### config.mk
export PLATFORM = sky130hd
export DESIGN_NAME = timer_multi
export DESIGN_NICKNAME = d
export VERILOG_FILES = /design/src/rtl/timer_multi.sv
export SDC_FILE = /design/constraint.sdc
export NUM_CORES = 1
export LEC_CHECK = 0
export BUFFER_PORTS_ARGS = -buffer_cell sky130_fd_sc_hd__buf_2
export CAP_MARGIN = 20
export CORE_MARGIN = 5
export CORE_UTILIZATION = 53
export DETAILED_ROUTE_END_ITERATION = 8
export GPL_TIMING_DRIVEN = 0
export PLACE_DENSITY = 0.85
export SLEW_MARGIN = 10
export SYNTH_ARGS = -nofsm -noshare
export SYNTH_HDL_FRONTEND = slang
export SYNTH_SLANG_ARGS = --single-unit
### constraint.sdc
create_clock -name clk -period 5 [get_ports clk]
set_clock_uncertainty 0.2 [all_clocks]
set_input_delay 0.25 -clock clk [delete_from_list [all_inputs] [get_ports clk]]
set_output_delay 0.25 -clock clk [all_outputs]
set_load 0.03 [all_outputs]
### src/rtl/timer_multi.sv
// timer_multi: NUM_CH independent one-shot / periodic timers sharing one
// programmable prescaler, each with a sticky interrupt and a registered irq.
//
// Ports:
//   clk                   rising-edge clock for all logic
//   reset                 synchronous, active-high; aborts every channel
//   prescale              a tick occurs every prescale+1 clk cycles
//   timer_count           terminal counts, channel i = [i*WIDTH +: WIDTH]
//   timer_enable          per-channel run enable (level)
//   timer_mode            per-channel mode: 0 one-shot, 1 periodic
//   timer_interrupt_clear per-channel pending clear (level)
//   timer_interrupt       per-channel sticky interrupt pending
//   timer_running         per-channel RUN state, registered
//   irq                   registered OR of the pending interrupts
module timer_multi #(
    parameter int NUM_CH     = 4,
    parameter int WIDTH      = 32,
    parameter int PRESCALE_W = 8
) (
    input  logic                    clk,
    input  logic                    reset,
    input  logic [PRESCALE_W-1:0]   prescale,
    input  logic [NUM_CH*WIDTH-1:0] timer_count,
    input  logic [NUM_CH-1:0]       timer_enable,
    input  logic [NUM_CH-1:0]       timer_mode,
    input  logic [NUM_CH-1:0]       timer_interrupt_clear,
    output logic [NUM_CH-1:0]       timer_interrupt,
    output logic [NUM_CH-1:0]       timer_running,
    output logic                    irq
);

    typedef enum logic [1:0] {
        ST_IDLE = 2'd0,
        ST_RUN  = 2'd1,
        ST_DONE = 2'd2
    } state_e;

    // Shared prescaler
    logic [PRESCALE_W-1:0] pcnt_q;
    logic [PRESCALE_W-1:0] pcnt_d;
    logic                  tick;

    // Per-channel state
    state_e           state_q [NUM_CH];
    state_e           state_d [NUM_CH];
    logic [WIDTH-1:0] count_q [NUM_CH];
    logic [WIDTH-1:0] count_d [NUM_CH];

    logic [NUM_CH-1:0] intr_q;
    logic [NUM_CH-1:0] intr_d;
    logic [NUM_CH-1:0] run_q;
    logic [NUM_CH-1:0] run_d;
    logic [NUM_CH-1:0] expire;
    logic              irq_q;
    logic              irq_d;

    // >= rather than == so lowering prescale below the current phase
    // produces a tick immediately instead of wrapping the counter.
    always_comb begin
        tick   = (pcnt_q >= prescale);
        pcnt_d = tick ? '0 : pcnt_q + PRESCALE_W'(1);
    end

    always_comb begin
        logic [WIDTH:0]   tc_eff;
        logic [WIDTH:0]   cnt_inc;
        logic [WIDTH-1:0] tc_raw;

        tc_eff  = '0;
        cnt_inc = '0;
        tc_raw  = '0;
        expire  = '0;
        intr_d  = '0;
        run_d   = '0;

        for (int i = 0; i < NUM_CH; i++) begin
            state_d[i] = state_q[i];
            count_d[i] = count_q[i];

            tc_raw = timer_count[i*WIDTH +: WIDTH];
            // A terminal count of 0 behaves like 1: expire on every tick.
            if (tc_raw == '0) begin
                tc_eff = (WIDTH+1)'(1);
            end else begin
                tc_eff = {1'b0, tc_raw};
            end
            // One extra bit so tc = 2^WIDTH-1 compares without overflow.
            cnt_inc = {1'b0, count_q[i]} + (WIDTH+1)'(1);

            if (!timer_enable[i]) begin
                state_d[i] = ST_IDLE;
                count_d[i] = '0;
            end else begin
                unique case (state_q[i])
                    ST_IDLE: begin
                        // The arming edge never counts a tick.
                        state_d[i] = ST_RUN;
                        count_d[i] = '0;
                    end
                    ST_RUN: begin
                        if (tick) begin
                            // >= so a tc lowered below count expires now.
                            if (cnt_inc >= tc_eff) begin
                                expire[i]  = 1'b1;
                                count_d[i] = '0;
                                state_d[i] = timer_mode[i] ? ST_RUN
                                                           : ST_DONE;
                            end else begin
                                count_d[i] = cnt_inc[WIDTH-1:0];
                            end
                        end
                    end
                    ST_DONE: begin
                        // Re-arming needs enable to drop first.
                        count_d[i] = '0;
                    end
                    default: begin
                        state_d[i] = ST_IDLE;
                        count_d[i] = '0;
                    end
                endcase
            end

            run_d[i] = (state_d[i] == ST_RUN);

            // Set wins over a coincident clear; enable plays no part.
            intr_d[i] = expire[i]
                      | (intr_q[i] & ~timer_interrupt_clear[i]);
        end

        irq_d = |intr_d;
    end

    always_ff @(posedge clk) begin
        if (reset) begin
            pcnt_q <= '0;
            intr_q <= '0;
            run_q  <= '0;
            irq_q  <= 1'b0;
            for (int i = 0; i < NUM_CH; i++) begin
                state_q[i] <= ST_IDLE;
                count_q[i] <= '0;
            end
        end else begin
            pcnt_q <= pcnt_d;
            intr_q <= intr_d;
            run_q  <= run_d;
            irq_q  <= irq_d;
            for (int i = 0; i < NUM_CH; i++) begin
                state_q[i] <= state_d[i];
                count_q[i] <= count_d[i];
            end
        end
    end

    assign timer_interrupt = intr_q;
    assign timer_running   = run_q;
    assign irq             = irq_q;

endmodule

==> metrics <==
critical-path maximum fanout=10; Slew headroom=45.4%; total number of vias=12457; final WL=34.3 mm; cts bufs inserted=17; initial antenna violation count=0; Synth area leader=dfxtp_1; kind of critical path=flop to flop; Hold Slack=0.0207 ns; Die W=~160 um; Worst-Margin Slew=between 0.8 and 0.9 ns; Max rail drop VDD=0.000144 V; CP Capture Type=flop; Fin. Hold Viols=0; HPWL after DPL=26.1 mm; first-pass GRT wire length=55.0 mm; chip height=between 150 and 200 um; Worst path slowest cell=dfxtp_2; post-synthesis register bit count=153; synthesized area per cell=about 7.5 um2; Critical Path Max Stage Delay=0.41 ns; area of the multi-input gates=8270 um2; CTS tree=yes; port bufs=158; htree depth=4; Warnings, synthesis=0; Synth Instances=1611; Critical path buffers and inverters=2; full die area=25800 um2; WP data arrival=4.96 ns; DR vias/cell=5.93; pins over their slew limit=0; FF-to-FF Start=count_q[0][0]; Distinct cells, synth=61; Fill cells=1892; vias in the first global route=11780; Synth top area share=~25%; Hold Path Class=primary input to flop; CTS clock-pin slew for the worst setup and hold paths=0.06 ns; Total GRT Usage=25.2%; clk_lat worst skew=0.43 ns; Area Growth Syn to Fin=16.5%; Max clock buf depth=2; fmax=208 MHz; sequential fraction of the synthesis area=25.5%; cell chain of the critical path=ha_2, and3_1, nand3_1, nor2_4, nand3_1, xnor2_1, ha_1, and4_1, and4_1, a221oi_1, o211ai_1, a211oi_2, clkbuf_2, clkbuf_2, nand3b_1, a31oi_1; hold path start=timer_interrupt_clear[2]; P_leak=around 6.0 nW; num rows=55; CTS root buffer=clkbuf_16; outcome=finished clean; fin crit period=4.81 ns; EDFF count, synth=0; largest net degree at the start of global routing=17; Tcrit/Tclk final=96.2%; dominant synthesized flop cell=dfxtp_1; fin nets=2092; max-cap violations=0; Worst Path Required=between 5 and 6 ns; DRT Pass-1 Iters=5; most common cell after layout, fill and taps aside=nand2_1; gr ovfl total=0; 1st-iter DRT viols=1208; floorplan core area=22500 um2; top cells by area, synth=dfxtp_1, ha_1, xnor2_1, a21oi_1, nand2_1; Setup crit start=count_q[0][0]; initial core utilization=53.5%; WL/cell=16.3 um; Mapped Area=~12000 um2; design area=14000 um2; syn nets=1902; crit path launch type=flop; layout cells sized above 1=13.7%; cell family with most CP delay=simple AND/OR/NAND/NOR gates; endpoints failing setup=0; CTS sink count=153; Post-route DRC=0; commonest non-fill, non-tap cells in the layout=nand2_1, buf_2, inv_1, dfxtp_1, a21oi_1; Final ANT Viol Nets=0; GP Congestion=0.900; FF+latch area=3060 um2; Post-synth ARST share=0%; placed cell area=13200 um2; Power Density=190 nW/um2; I/O pins=159
what timing repair did:
action	CTS	global route
cloned	0	0
hold buffers	11	0
setup buffers	0	6
endpoints found under the setup margin	95	133
hold endpoints to repair	14	0
resized for setup	13	35
pin swaps	0	7
through the flow:
| stage | setup slack, ns | std cells | setup TNS, ns | total power, W | util [%] |
|---|---|---|---|---|---|
| finish | 0.191 | 2099 | 0 | 0.00266 | 62.3 |
| detailed placement | -0.412 | 2054 | -22.68 | 0.00147 | 58.6 |
| global placement | -0.267 | 2054 | -15.99 | 0.00146 | 58.6 |
| CTS | 0.00825 | 2096 | 0 | 0.00266 | 61.7 |
| floorplan | 0.567 | 1611 | 0 | 0.00136 | - |
| global route | -0.0784 | 2098 | -0.138 | 0.00275 | 62.3 |
sequential cells by signal, summed over array words and instances (netlist names):
| signal | cells |
|---|---|
| count_q | 128 |
| state_q | 8 |
| irq | 1 |
| pcnt_q | 8 |
| timer_interrupt | 4 |
| timer_running | 4 |
tightest hold or removal path, cell delays in order:
cell	delay, ns
buf_2	0.07
o32a_1	0.21
nor2_1	0.06
synth_stat cells (3+ instances only):
cell type	number
nand4_1	40
nand2b_1	14
a211oi_1	4
o41ai_1	4
a221oi_1	5
nand3_1	116
ha_1	141
a31oi_1	4
nand3b_1	29
o211ai_1	3
and2_1	9
or4_1	11
clkbuf_1	47
a21o_1	16
buf_1	10
or2_2	6
xnor2_1	89
nor2_1	108
o21ai_0	66
or3_1	10
nand2_1	174
o21bai_1	4
o21a_1	6
a22oi_1	15
inv_1	152
nor4_1	45
o31ai_1	3
nor3_1	22
a31o_2	5
a2bb2oi_1	11
a21oi_1	149
nor3b_1	6
nor2b_1	15
and4_1	23
xor2_1	37
buf_2	8
dfxtp_1	153
and3_1	22
cell type report:
| cell class | instances | area share, % |
|---|---|---|
| multi-input cells | 1240 | 59.0 |
| clock inverters | 9 | 0.491 |
| plain buffers | 62 | 1.90 |
| well taps | 285 | 2.54 |
| repair buffers | 175 | 6.75 |
| diodes | 1 | 0.0179 |
| flip-flops and latches | 153 | 21.9 |
| inverters | 152 | 4.07 |
| clock buffers | 22 | 3.38 |
report_power, final:
group	leakage [nW]	switching, W	internal [W]
combinational	4.53	0.000127	0.0000995
sequential	1.23	0.00000524	0.00122
clock	0.263	0.000533	0.000674
routing by layer:
layer | GRT usage [%] | part of all wire, %
met3 | 4.13 | 7.1
met2 | 42.6 | 47
met1 | 32.1 | 43
met4 | 10.4 | 3.2
met5 | 0 | 0
cell families after synthesis:
family                   share of synthesized area, %
AO/OA/AOI/OAI                                    15.5
XOR/XNOR                                         9.17
adder cells (fa/ha/maj)                          14.7
buffers and inverters                            6.95
flip-flops                                       25.5
multiplexers                                    0.177
AND/OR/NAND/NOR                                  28.1
final timing paths:
check	endpoint	slack, ns	depth (start not counted)
worst max-delay path	count_q[0][2]	0.19	16
worst min-delay path	timer_interrupt[2]	0.02	3
worst max register to register	count_q[0][2]	0.19	16
worst min register to register	count_q[0][22]	0.28	2
Note: power is estimated with default switching activity, not from simulation.
